--- config.mk ---
export PLATFORM = sky130hd
export DESIGN_NAME = std_vldrty_array_flat
export DESIGN_NICKNAME = d
export VERILOG_FILES = /design/src/rtl/std_vldrty_array_if.sv /design/src/rtl/std_vldrty_array.sv /design/src/flat_wrapper.sv
export SDC_FILE = /design/constraint.sdc
export NUM_CORES = 2
export LEC_CHECK = 0
export BUFFER_PORTS_ARGS = -buffer_cell sky130_fd_sc_hd__buf_4
export CAP_MARGIN = 5
export CORE_ASPECT_RATIO = 0.8
export CORE_MARGIN = 2
export CORE_UTILIZATION = 55
export CTS_CLUSTER_DIAMETER = 40
export DETAILED_ROUTE_END_ITERATION = 7
export PLACE_DENSITY_LB_ADDON = 0.15
export REMOVE_ABC_BUFFERS = 1
export SYNTH_ARGS = -nofsm -noshare
export SYNTH_HDL_FRONTEND = slang
export SYNTH_SLANG_ARGS = --single-unit
export TNS_END_PERCENT = 5
--- constraint.sdc ---
create_clock -name clk_i -period 12.1 [get_ports clk_i]
set_input_delay 0 -clock clk_i [delete_from_list [all_inputs] [get_ports clk_i]]
set_output_delay 0 -clock clk_i [all_outputs]
set_load 0.005 [all_outputs]
--- src/rtl/std_vldrty_array_if.sv ---
// std_vldrty_array_if: access port, bulk invalidate and dirty-scanner signals of std_vldrty_array.
// The requester drives the master modport, the array owns the slave modport.
interface std_vldrty_array_if #(
    parameter int NumWays = 8,
    parameter int NumSets = 256
);
    localparam int IdxW = $clog2(NumSets);
    localparam int WayW = (NumWays > 1) ? $clog2(NumWays) : 1;

    logic               req_i;
    logic               gnt_o;
    logic               we_i;
    logic [IdxW-1:0]    idx_i;
    logic [NumWays-1:0] wvalid_i;
    logic [NumWays-1:0] wdirty_i;
    logic [NumWays-1:0] be_valid_i;
    logic [NumWays-1:0] be_dirty_i;
    logic [NumWays-1:0] rvalid_o;
    logic [NumWays-1:0] rdirty_o;
    logic               inv_all_i;
    logic               busy_o;
    logic               scan_req_i;
    logic               scan_ack_i;
    logic               scan_valid_o;
    logic [IdxW-1:0]    scan_idx_o;
    logic [WayW-1:0]    scan_way_o;
    logic               scan_done_o;

    modport master (
        output req_i, we_i, idx_i, wvalid_i, wdirty_i, be_valid_i, be_dirty_i,
        output inv_all_i, scan_req_i, scan_ack_i,
        input  gnt_o, rvalid_o, rdirty_o, busy_o,
        input  scan_valid_o, scan_idx_o, scan_way_o, scan_done_o
    );

    modport slave (
        input  req_i, we_i, idx_i, wvalid_i, wdirty_i, be_valid_i, be_dirty_i,
        input  inv_all_i, scan_req_i, scan_ack_i,
        output gnt_o, rvalid_o, rdirty_o, busy_o,
        output scan_valid_o, scan_idx_o, scan_way_o, scan_done_o
    );
endinterface

--- src/rtl/std_vldrty_array.sv ---
// std_vldrty_array: per-set valid/dirty bit array with init/invalidate sweep and dirty-line scanner.
// Define STD_VLDRTY_SCAN_EN to compile in the scanner (SCAN/HOLD states).
module std_vldrty_array #(
    parameter int NumWays = 8,
    parameter int NumSets = 256
) (
    input logic               clk_i,
    input logic               rst_ni,
    std_vldrty_array_if.slave bus
);
    localparam int IdxW = $clog2(NumSets);
    localparam int WayW = (NumWays > 1) ? $clog2(NumWays) : 1;
    localparam logic [IdxW-1:0] LastIdx = IdxW'(NumSets - 1);
    localparam logic [2:0] INIT = 3'd0;
    localparam logic [2:0] IDLE = 3'd1;
    localparam logic [2:0] INV  = 3'd2;
    localparam logic [2:0] SCAN = 3'd3;
    localparam logic [2:0] HOLD = 3'd4;

    logic [2:0]         state_q, state_d;
    logic [IdxW-1:0]    cur_q, cur_d;
    logic [WayW-1:0]    way_q, way_d;
    logic               done_q, done_d;
    logic [NumWays-1:0] rvalid_q, rdirty_q;
    logic [NumWays-1:0] valid_q [NumSets];
    logic [NumWays-1:0] dirty_q [NumSets];
    logic               sweep, live, active, gnt, wr, hold;

    assign sweep  = state_q == INIT || state_q == INV;
    assign live   = state_q == IDLE || state_q == SCAN || state_q == HOLD;
    assign active = rst_ni && live;
    assign gnt    = active && bus.req_i;
    assign wr     = gnt && bus.we_i;
    assign hold   = rst_ni && state_q == HOLD;

    assign bus.gnt_o        = gnt;
    assign bus.busy_o       = !rst_ni || sweep;
    assign bus.rvalid_o     = rvalid_q;
    assign bus.rdirty_o     = rdirty_q;
    assign bus.scan_valid_o = hold;
    assign bus.scan_idx_o   = hold ? cur_q : '0;
    assign bus.scan_way_o   = hold ? way_q : '0;
    assign bus.scan_done_o  = done_q;

`ifdef STD_VLDRTY_SCAN_EN
    logic [NumWays-1:0] hit;
    logic [WayW-1:0]    hit_way;
    logic               ack, port_hit;

    assign ack      = hold && bus.scan_ack_i;
    assign port_hit = wr && bus.idx_i == cur_q;

    always_comb begin
        hit     = valid_q[cur_q] & dirty_q[cur_q];
        hit_way = '0;
        for (int w = NumWays - 1; w >= 0; w--)
            if (hit[w]) hit_way = WayW'(w);
    end
`else
    logic unused_ack;
    assign unused_ack = bus.scan_ack_i;
`endif

    always_comb begin
        state_d = state_q;
        cur_d   = cur_q;
        way_d   = way_q;
        done_d  = 1'b0;
        if (sweep) begin
            // cursor wraps to 0 on the last set, ready for a later scan
            cur_d = cur_q + 1'b1;
            if (cur_q == LastIdx) state_d = IDLE;
        end else if (!live) begin
            state_d = INIT;
            cur_d   = '0;
        end else if (bus.inv_all_i) begin
            state_d = INV;
            cur_d   = '0;
            done_d  = state_q != IDLE;
        end else if (state_q == IDLE) begin
`ifdef STD_VLDRTY_SCAN_EN
            if (bus.scan_req_i) begin
                state_d = SCAN;
                cur_d   = '0;
            end
`else
            done_d = bus.scan_req_i;
`endif
        end
`ifdef STD_VLDRTY_SCAN_EN
        else if (state_q == SCAN) begin
            // a port grant owns the storage this cycle, so the scanner stalls
            if (!gnt) begin
                if (|hit) begin
                    state_d = HOLD;
                    way_d   = hit_way;
                end else if (cur_q == LastIdx) begin
                    state_d = IDLE;
                    done_d  = 1'b1;
                end else begin
                    cur_d = cur_q + 1'b1;
                end
            end
        end else if (ack || port_hit) begin
            state_d = SCAN;
        end
`endif
    end

    always_ff @(posedge clk_i) begin
        if (!rst_ni) begin
            state_q  <= INIT;
            cur_q    <= '0;
            way_q    <= '0;
            done_q   <= 1'b0;
            rvalid_q <= '0;
            rdirty_q <= '0;
        end else begin
            state_q <= state_d;
            cur_q   <= cur_d;
            way_q   <= way_d;
            done_q  <= done_d;
            if (gnt) begin
                rvalid_q <= valid_q[bus.idx_i];
                rdirty_q <= dirty_q[bus.idx_i];
            end
        end
    end

    always_ff @(posedge clk_i) begin
        if (sweep) begin
            valid_q[cur_q] <= '0;
            dirty_q[cur_q] <= '0;
        end
        if (wr) begin
            valid_q[bus.idx_i] <= (valid_q[bus.idx_i] & ~bus.be_valid_i) | (bus.wvalid_i & bus.be_valid_i);
            dirty_q[bus.idx_i] <= (dirty_q[bus.idx_i] & ~bus.be_dirty_i) | (bus.wdirty_i & bus.be_dirty_i);
        end
`ifdef STD_VLDRTY_SCAN_EN
        if (ack) dirty_q[cur_q][way_q] <= 1'b0;
`endif
    end
endmodule

--- src/flat_wrapper.sv ---
// flat-port wrapper written by rule: the top's interface ports become plain ports
module std_vldrty_array_flat 
#(
    parameter int NumWays = 8,
    parameter int NumSets = 256
)
  (clk_i, rst_ni, bus_req_i, bus_we_i, bus_idx_i, bus_wvalid_i, bus_wdirty_i, bus_be_valid_i, bus_be_dirty_i, bus_inv_all_i, bus_scan_req_i, bus_scan_ack_i, bus_gnt_o, bus_rvalid_o, bus_rdirty_o, bus_busy_o, bus_scan_valid_o, bus_scan_idx_o, bus_scan_way_o, bus_scan_done_o);
  std_vldrty_array_if #(.NumWays(NumWays), .NumSets(NumSets)) bus_i ();
  input logic clk_i;
  input logic rst_ni;
  input wire logic [$bits(bus_i.req_i)-1:0] bus_req_i;
  input wire logic [$bits(bus_i.we_i)-1:0] bus_we_i;
  input wire logic [$bits(bus_i.idx_i)-1:0] bus_idx_i;
  input wire logic [$bits(bus_i.wvalid_i)-1:0] bus_wvalid_i;
  input wire logic [$bits(bus_i.wdirty_i)-1:0] bus_wdirty_i;
  input wire logic [$bits(bus_i.be_valid_i)-1:0] bus_be_valid_i;
  input wire logic [$bits(bus_i.be_dirty_i)-1:0] bus_be_dirty_i;
  input wire logic [$bits(bus_i.inv_all_i)-1:0] bus_inv_all_i;
  input wire logic [$bits(bus_i.scan_req_i)-1:0] bus_scan_req_i;
  input wire logic [$bits(bus_i.scan_ack_i)-1:0] bus_scan_ack_i;
  output wire logic [$bits(bus_i.gnt_o)-1:0] bus_gnt_o;
  output wire logic [$bits(bus_i.rvalid_o)-1:0] bus_rvalid_o;
  output wire logic [$bits(bus_i.rdirty_o)-1:0] bus_rdirty_o;
  output wire logic [$bits(bus_i.busy_o)-1:0] bus_busy_o;
  output wire logic [$bits(bus_i.scan_valid_o)-1:0] bus_scan_valid_o;
  output wire logic [$bits(bus_i.scan_idx_o)-1:0] bus_scan_idx_o;
  output wire logic [$bits(bus_i.scan_way_o)-1:0] bus_scan_way_o;
  output wire logic [$bits(bus_i.scan_done_o)-1:0] bus_scan_done_o;
  assign bus_i.req_i = bus_req_i;
  assign bus_i.we_i = bus_we_i;
  assign bus_i.idx_i = bus_idx_i;
  assign bus_i.wvalid_i = bus_wvalid_i;
  assign bus_i.wdirty_i = bus_wdirty_i;
  assign bus_i.be_valid_i = bus_be_valid_i;
  assign bus_i.be_dirty_i = bus_be_dirty_i;
  assign bus_i.inv_all_i = bus_inv_all_i;
  assign bus_i.scan_req_i = bus_scan_req_i;
  assign bus_i.scan_ack_i = bus_scan_ack_i;
  assign bus_gnt_o = bus_i.gnt_o;
  assign bus_rvalid_o = bus_i.rvalid_o;
  assign bus_rdirty_o = bus_i.rdirty_o;
  assign bus_busy_o = bus_i.busy_o;
  assign bus_scan_valid_o = bus_i.scan_valid_o;
  assign bus_scan_idx_o = bus_i.scan_idx_o;
  assign bus_scan_way_o = bus_i.scan_way_o;
  assign bus_scan_done_o = bus_i.scan_done_o;
  std_vldrty_array #(.NumWays(NumWays), .NumSets(NumSets)) u_core (.clk_i(clk_i), .rst_ni(rst_ni), .bus(bus_i));
endmodule
== After elaboration in Yosys (flattened, before gate mapping) ==
Memory sizes are Yosys's and may differ from the RTL's.
Cells that the tools add are included.

* $add $sub $neg: 1
* Multiply operators: 0
* Div/mod/pow operators: 0
* Order comparisons: 0
* Equal/unequal tests: 8
* Shift operators: 0
* Mux-type cells: 20
* Bitwise operators: 10
* Reduce and logical (&&, ||, !) cells: 14

{| class="wikitable"
|+ Operator list
! cell !! number
|-
| 2-to-1 mux 8 bit || 8
|-
| AND 8 bit || 4
|-
| NOT 8 bit || 2
|-
| OR 8 bit || 2
|-
| OR reduction 8 bit || 2
|-
| 2-to-1 mux 3 bit || 4
|-
| adder 8 x 1 -> 8 bit (second input constant) || 1
|-
| == test 8 bit (second input constant) || 1
|-
| 2-to-1 mux 1 bit || 8
|-
| == test 3 x 2 -> 1 bit (second input constant) || 2
|-
| logical AND 1 bit || 4
|-
| logical OR 1 bit || 4
|-
| == test 3 x 1 -> 1 bit (second input constant) || 1
|-
| == test 3 bit (second input constant) || 1
|-
| zero test 3 bit || 1
|-
| != test 3 x 1 -> 1 bit (second input constant) || 1
|-
| != test 3 x 2 -> 1 bit (second input constant) || 1
|-
| OR reduction 3 bit || 1
|-
| != test 2 bit (second input constant) || 1
|-
| NOT 1 bit || 2
|-
| AND reduction 2 bit || 1
|-
| zero test 1 bit || 1
|}

* Flip-flop bits (word level): 28
* Latch bits: 0
* Bits in writable memories: 4,096
* ROM bits: 0
* Memories: 2

{| class="wikitable"
|+ Memory list
! name !! depth !! bits a word !! read ports !! clocked after memory_dff !! wr ports !! line !! text
|-
| u_core.dirty_q || 256 || 8 || 1 || 0 || 1 || std_vldrty_array.sv:26 || <nowiki>logic [NumWays-1:0] dirty_q [NumSets];</nowiki>
|-
| u_core.valid_q || 256 || 8 || 1 || 0 || 1 || std_vldrty_array.sv:25 || <nowiki>logic [NumWays-1:0] valid_q [NumSets];</nowiki>
|}

== Longest topological paths before layout ==
* Depth in word-level cells: 10
* Depth in mapped cells: 12

== Worst setup path before layout ==
No wires, ideal clock.

* Kind: input to register
* Start point: in bus_idx_i[1]
* End point: mem u_core.dirty_q[0][5], data pin
* Setup time: 1.574 ns
* Data arrival time: 8.548 ns
* Setup slack: 1.978 ns
* Stages on the path: 11
* Cell sequence: buf_4 -> buf_4 -> buf_2 -> clkbuf_1 -> nand2_1 -> o22ai_1 -> nor3_1 -> nor2_1 -> o311ai_1 -> nand3b_1 -> a21oi_1

* Word-level cells in the longest chain between the ends: 4

{| class="wikitable"
|+ RTL lines
! what !! line !! text
|-
| start: declaration || flat_wrapper.sv:13 || <nowiki>input wire logic [$bits(bus_i.idx_i)-1:0] bus_idx_i;</nowiki>
|-
| memory read (256 x 8 bit) || n/a ||
|-
| AND 8 bit || std_vldrty_array.sv:137 || <nowiki>dirty_q[bus.idx_i] <= (dirty_q[bus.idx_i] & ~bus.be_dirty_i) | (bus.wdirty_i & bus.be_dirty_i);</nowiki>
|-
| OR 8 bit || std_vldrty_array.sv:137 ||
|-
| 2-to-1 mux 8 bit (no line) || n/a ||
|-
| end: declaration || std_vldrty_array.sv:26 ||
|}

No other way between the ends.

== Worst setup path after layout ==
* Start point: in bus_idx_i[2]
* End point: mem u_core.valid_q[86][0], data pin

* Word-level cells in the longest chain between the ends: 4

{| class="wikitable"
|+ RTL lines
! what !! line !! text
|-
| memory read (256 x 8 bit) || n/a ||
|-
| AND 8 bit || std_vldrty_array.sv:136 || <nowiki>valid_q[bus.idx_i] <= (valid_q[bus.idx_i] & ~bus.be_valid_i) | (bus.wvalid_i & bus.be_valid_i);</nowiki>
|-
| OR 8 bit || std_vldrty_array.sv:136 ||
|-
| 2-to-1 mux 8 bit (no line) || n/a ||
|-
| end: declaration || std_vldrty_array.sv:25 ||
|}

No other way between the ends.

==> results.py <==
metrics = {
    "grt": {
        "grt_use_total_pct": 28.76,
        "grt_pass1_vias": 77690,
        "gr-total-overflow": 0,
        "grt_pass1_wl_um": 591600,
        "grt_max_degree": 257,
        "antenna_found_initial": 24,
    },
    "finish": {
        "fin_nets": 7831,
        "drive_gt1_share_pct": 28.19,
        "syn2layout_area_growth_pct": 14.08,
        "finalNonFillerCells": 12010,
    },
    "synthesis": {
        "syn_inst": 7241,
        "synthTopCellsByArea": "edfxtp_1, mux4_2, mux2i_1, a22oi_1, nor2_1",
        "synth_top_family_by_area": "multiplexers",
        "synth_seq_area_share_pct": 78.06,
        "synth_compound_area_share_pct": 3.091,
        "synth_edf_count": 4096,
        "yosys.area_share.adder_pct": 0.007906,
        "synth_common_cells": "edfxtp_1, mux4_2, nor2_1",
        "yosysUniqueCellTypes": 67,
        "synth_seq_cells": 4123,
        "postSynthAreaPerCell_um2": 21.86,
        "yosysMostFrequentCell": "edfxtp_1",
        "yosys.area_share.simple_pct": 2.149,
        "synth.area.mux_share_pct": 15.05,
        "synth_xor_area_share_pct": 0,
        "yosys_warnings": 0,
        "syn_area_um2": 158300,
        "synth_largest_area_cell": "edfxtp_1",
        "synthArstFlopShare_pct": 0,
        "yosys.area.top_type_share_pct": 77.72,
        "synth_ff_type": "edfxtp_1",
    },
    "drt": {
        "vias": 79372,
        "drc_errors": 0,
        "wl_met3_um": 43870,
        "topRoutingLayerUsed": "met5",
        "first_pass_iters": 5,
        "routed_wirelength_um": 419700,
        "wl_met2_um": 193100,
        "final_antenna_net_count": 0,
        "vias_per_cell": 6.609,
        "first_iter_violations": 11202,
        "routedWlPerCell_um": 34.95,
        "wl_met1_um": 168000,
    },
    "critical_path": {
        "worstPathRequired_ns": 12.61,
        "reg2regPathDepth": 10,
        "arrival_ns": 6.74,
        "path_max_fanout": 176,
        "crit_path_start_kind": "input pin",
        "reg2reg_slack_ns": 6.16,
        "endpoint_kind": "register",
        "r2r-start": "u_core.state_q[0]",
        "worstReg2RegEnd": "u_core.dirty_q[130][0]",
        "crit_type": "input pin to register",
    },
    "placement": {
        "pre_cts_ws_ns": 5.281,
        "dp.cells": 11119,
        "place.port_buffers": 64,
        "gp_congestion": 0.8352,
        "dpl.hpwl_um": 241100,
    },
    "timing": {
        "max_freq_mhz": 160.6,
        "final-hold-violation-count": 0,
        "fin_worst_skew_ns": 0.07011,
        "period_needed_ns": 6.225,
        "worst_pin_slew_ns": 1.421,
        "rsz0062_at_grt": "no",
        "finalSetupTns_ns": 0,
        "setup_slack_ns": 5.875,
        "finalMaxSlewViolations": 0,
        "setup_viol": 0,
        "slew-limit-headroom_pct": 5.248,
        "post-route-period-util_pct": 51.45,
    },
    "clock_network": {
        "tritoncts": "built",
        "numCtsBuffers": 449,
        "h-tree-depth": 5,
        "post_cts_resized": 0,
        "clk_latency_ns": 0.94,
        "clock_sinks": 4123,
        "clk_pin_slew_ns": 0.06,
        "root_buffer": "clkbuf_16",
        "clockBufferDepth": 4,
    },
    "power": {
        "max-vdd-ir-drop_v": 0.0001696,
        "swShare_pct": 21.21,
        "p_sw_mw": 6.466,
        "p_int_mw": 24.02,
        "powerDensity_nw_per_um2": 168.9,
        "pwr-share-seq_pct": 50.8,
        "p_clk_share_pct": 45.6,
        "p_comb_share_pct": 3.7,
        "p_leak_nw": 59.34,
    },
    "worst_hold_path": {
        "worstHoldStart": "bus_wdirty_i[2]",
        "hp-class": "input pin to register",
        "min_to": "u_core.dirty_q[56][2]",
        "min_path_cells": 4,
    },
    "floorplanning": {
        "dieHeight_um": 483.8,
        "ios": 78,
        "die_area_um2": 292100,
        "start_util_pct": 55.15,
        "die_w_um": 603.7,
        "core_um2": 286900,
        "rows": 176,
    },
    "run": {
        "maxCapViolCount": 0,
    },
    "status": {
        "status": "finished clean",
    },
}
critical path, cell delays in order:
cell and delay [ns]:
buf_8 0.39, buf_12 0.56, buf_4 0.61, nor4bb_4 0.88, buf_4 0.37, a22oi_1 0.13, o211ai_1 0.13, nor4_1 0.17
a21oi_1 0.65, nand3b_1 0.22, a21oi_4 0.19, dlygate4sd3_1 0.60, buf_4 0.61, buf_12 0.44
registers in the layout, summed over array words and instances, names as in the netlist:
| name | cells |
|---|---|
| u_core.bus.scan_done_o | 1 |
| u_core.cur_q | 8 |
| u_core.state_q | 2 |
| u_core.valid_q | 2048 |
| u_core.bus.rvalid_o | 8 |
| u_core.dirty_q | 2048 |
| u_core.bus.rdirty_o | 8 |
logic make-up after synthesis:
family | after synthesis
AO/OA/AOI/OAI | 717
adder cells (fa/ha/maj) | 1
buffers and inverters | 448
flip-flops | 4123
multiplexers | 1187
other | 1
AND/OR/NAND/NOR | 764
final cells by class:
| type | instances | area, um2 |
|---|---|---|
| diodes | 16 | 40.04 |
| clock buffers | 506 | 11670 |
| clock inverters | 329 | 3537 |
| fillers | 19197 | 106400 |
| inverters | 6 | 22.52 |
| multi-input cells | 2681 | 32550 |
| flip-flops and latches | 4123 | 123500 |
| well taps | 3827 | 4788 |
| repair buffers | 522 | 4382 |
timing repair:
item | in CTS | in global routing
hold buffers | 40 | 0
buffers inserted | 0 | 0
endpoints found under the hold margin | 434 | 0
worst max-delay path by stage:
| stage | from | to | depth (start not counted) |
|---|---|---|---|
| CTS | bus_idx_i[2] | u_core.valid_q[199][5] | 12 |
| global route | bus_idx_i[0] | u_core.valid_q[213][5] | 11 |
| floorplan | bus_idx_i[3] | u_core.dirty_q[0][3] | 7 |
| finish | bus_idx_i[2] | u_core.valid_q[86][0] | 14 |
| global placement | bus_idx_i[2] | u_core.valid_q[164][5] | 12 |
| detailed placement | bus_idx_i[2] | u_core.valid_q[172][5] | 12 |
cells in the final DEF (no fill, tap or decap), types with 19 or more instances in the layout:
cell type         n
clkinv_1         49
bufinv_16        51
dlygate4sd3_1    36
nor4_1           24
mux4_2          951
o22ai_1         113
inv_6            43
nand3_1          68
nor2_1          328
clkbuf_1         46
mux2i_1         205
clkinvlp_4       48
mux2_2           27
o221ai_1         20
a31oi_1          24
o211ai_1         19
clkbuf_16       459
o21ai_0          32
a21oi_1         149
nor3_1           37
clkinv_4         63
edfxtp_1       4096
nand2_1         146
a22oi_1         251
buf_4           456
dfxtp_1          27
clkinv_2         60
buf_12           27
power by group through the flow:
| stage | clock network (mW) | registers (mW) | logic (mW) |
|---|---|---|---|
| detailed placement | 0 | 15.8 | 1.10 |
| global placement | 0 | 15.8 | 1.10 |
| finish | 13.9 | 15.5 | 1.12 |
| floorplan | 0 | 15.8 | 0.515 |
| global route | 14.6 | 15.5 | 1.16 |
| CTS | 14.0 | 15.5 | 1.11 |
per-layer routing:
layer / global-route usage (%) / vias to the layer above
met3: 6.558 / 686
met4: 9.266 / 16
met5: 0 / -
met2: 43.17 / 4353
li1: - / 31800
met1: 42.47 / 42517
through the flow:
stage | area, um2 | utilization, % | power [mW] | hold slack, ns
finish | 180500 | 62.92 | 30.49 | 0.01929
global route | 180500 | 62.90 | 31.22 | 0.05908
CTS | 180500 | 62.90 | 30.61 | 0.01104
detailed placement | 164800 | 57.45 | 16.89 | 0.2757
global placement | 164800 | 57.45 | 16.88 | 0.2885
floorplan | 155700 | - | 16.30 | 0.05676
Note: power is estimated with default switching activity, not from simulation.
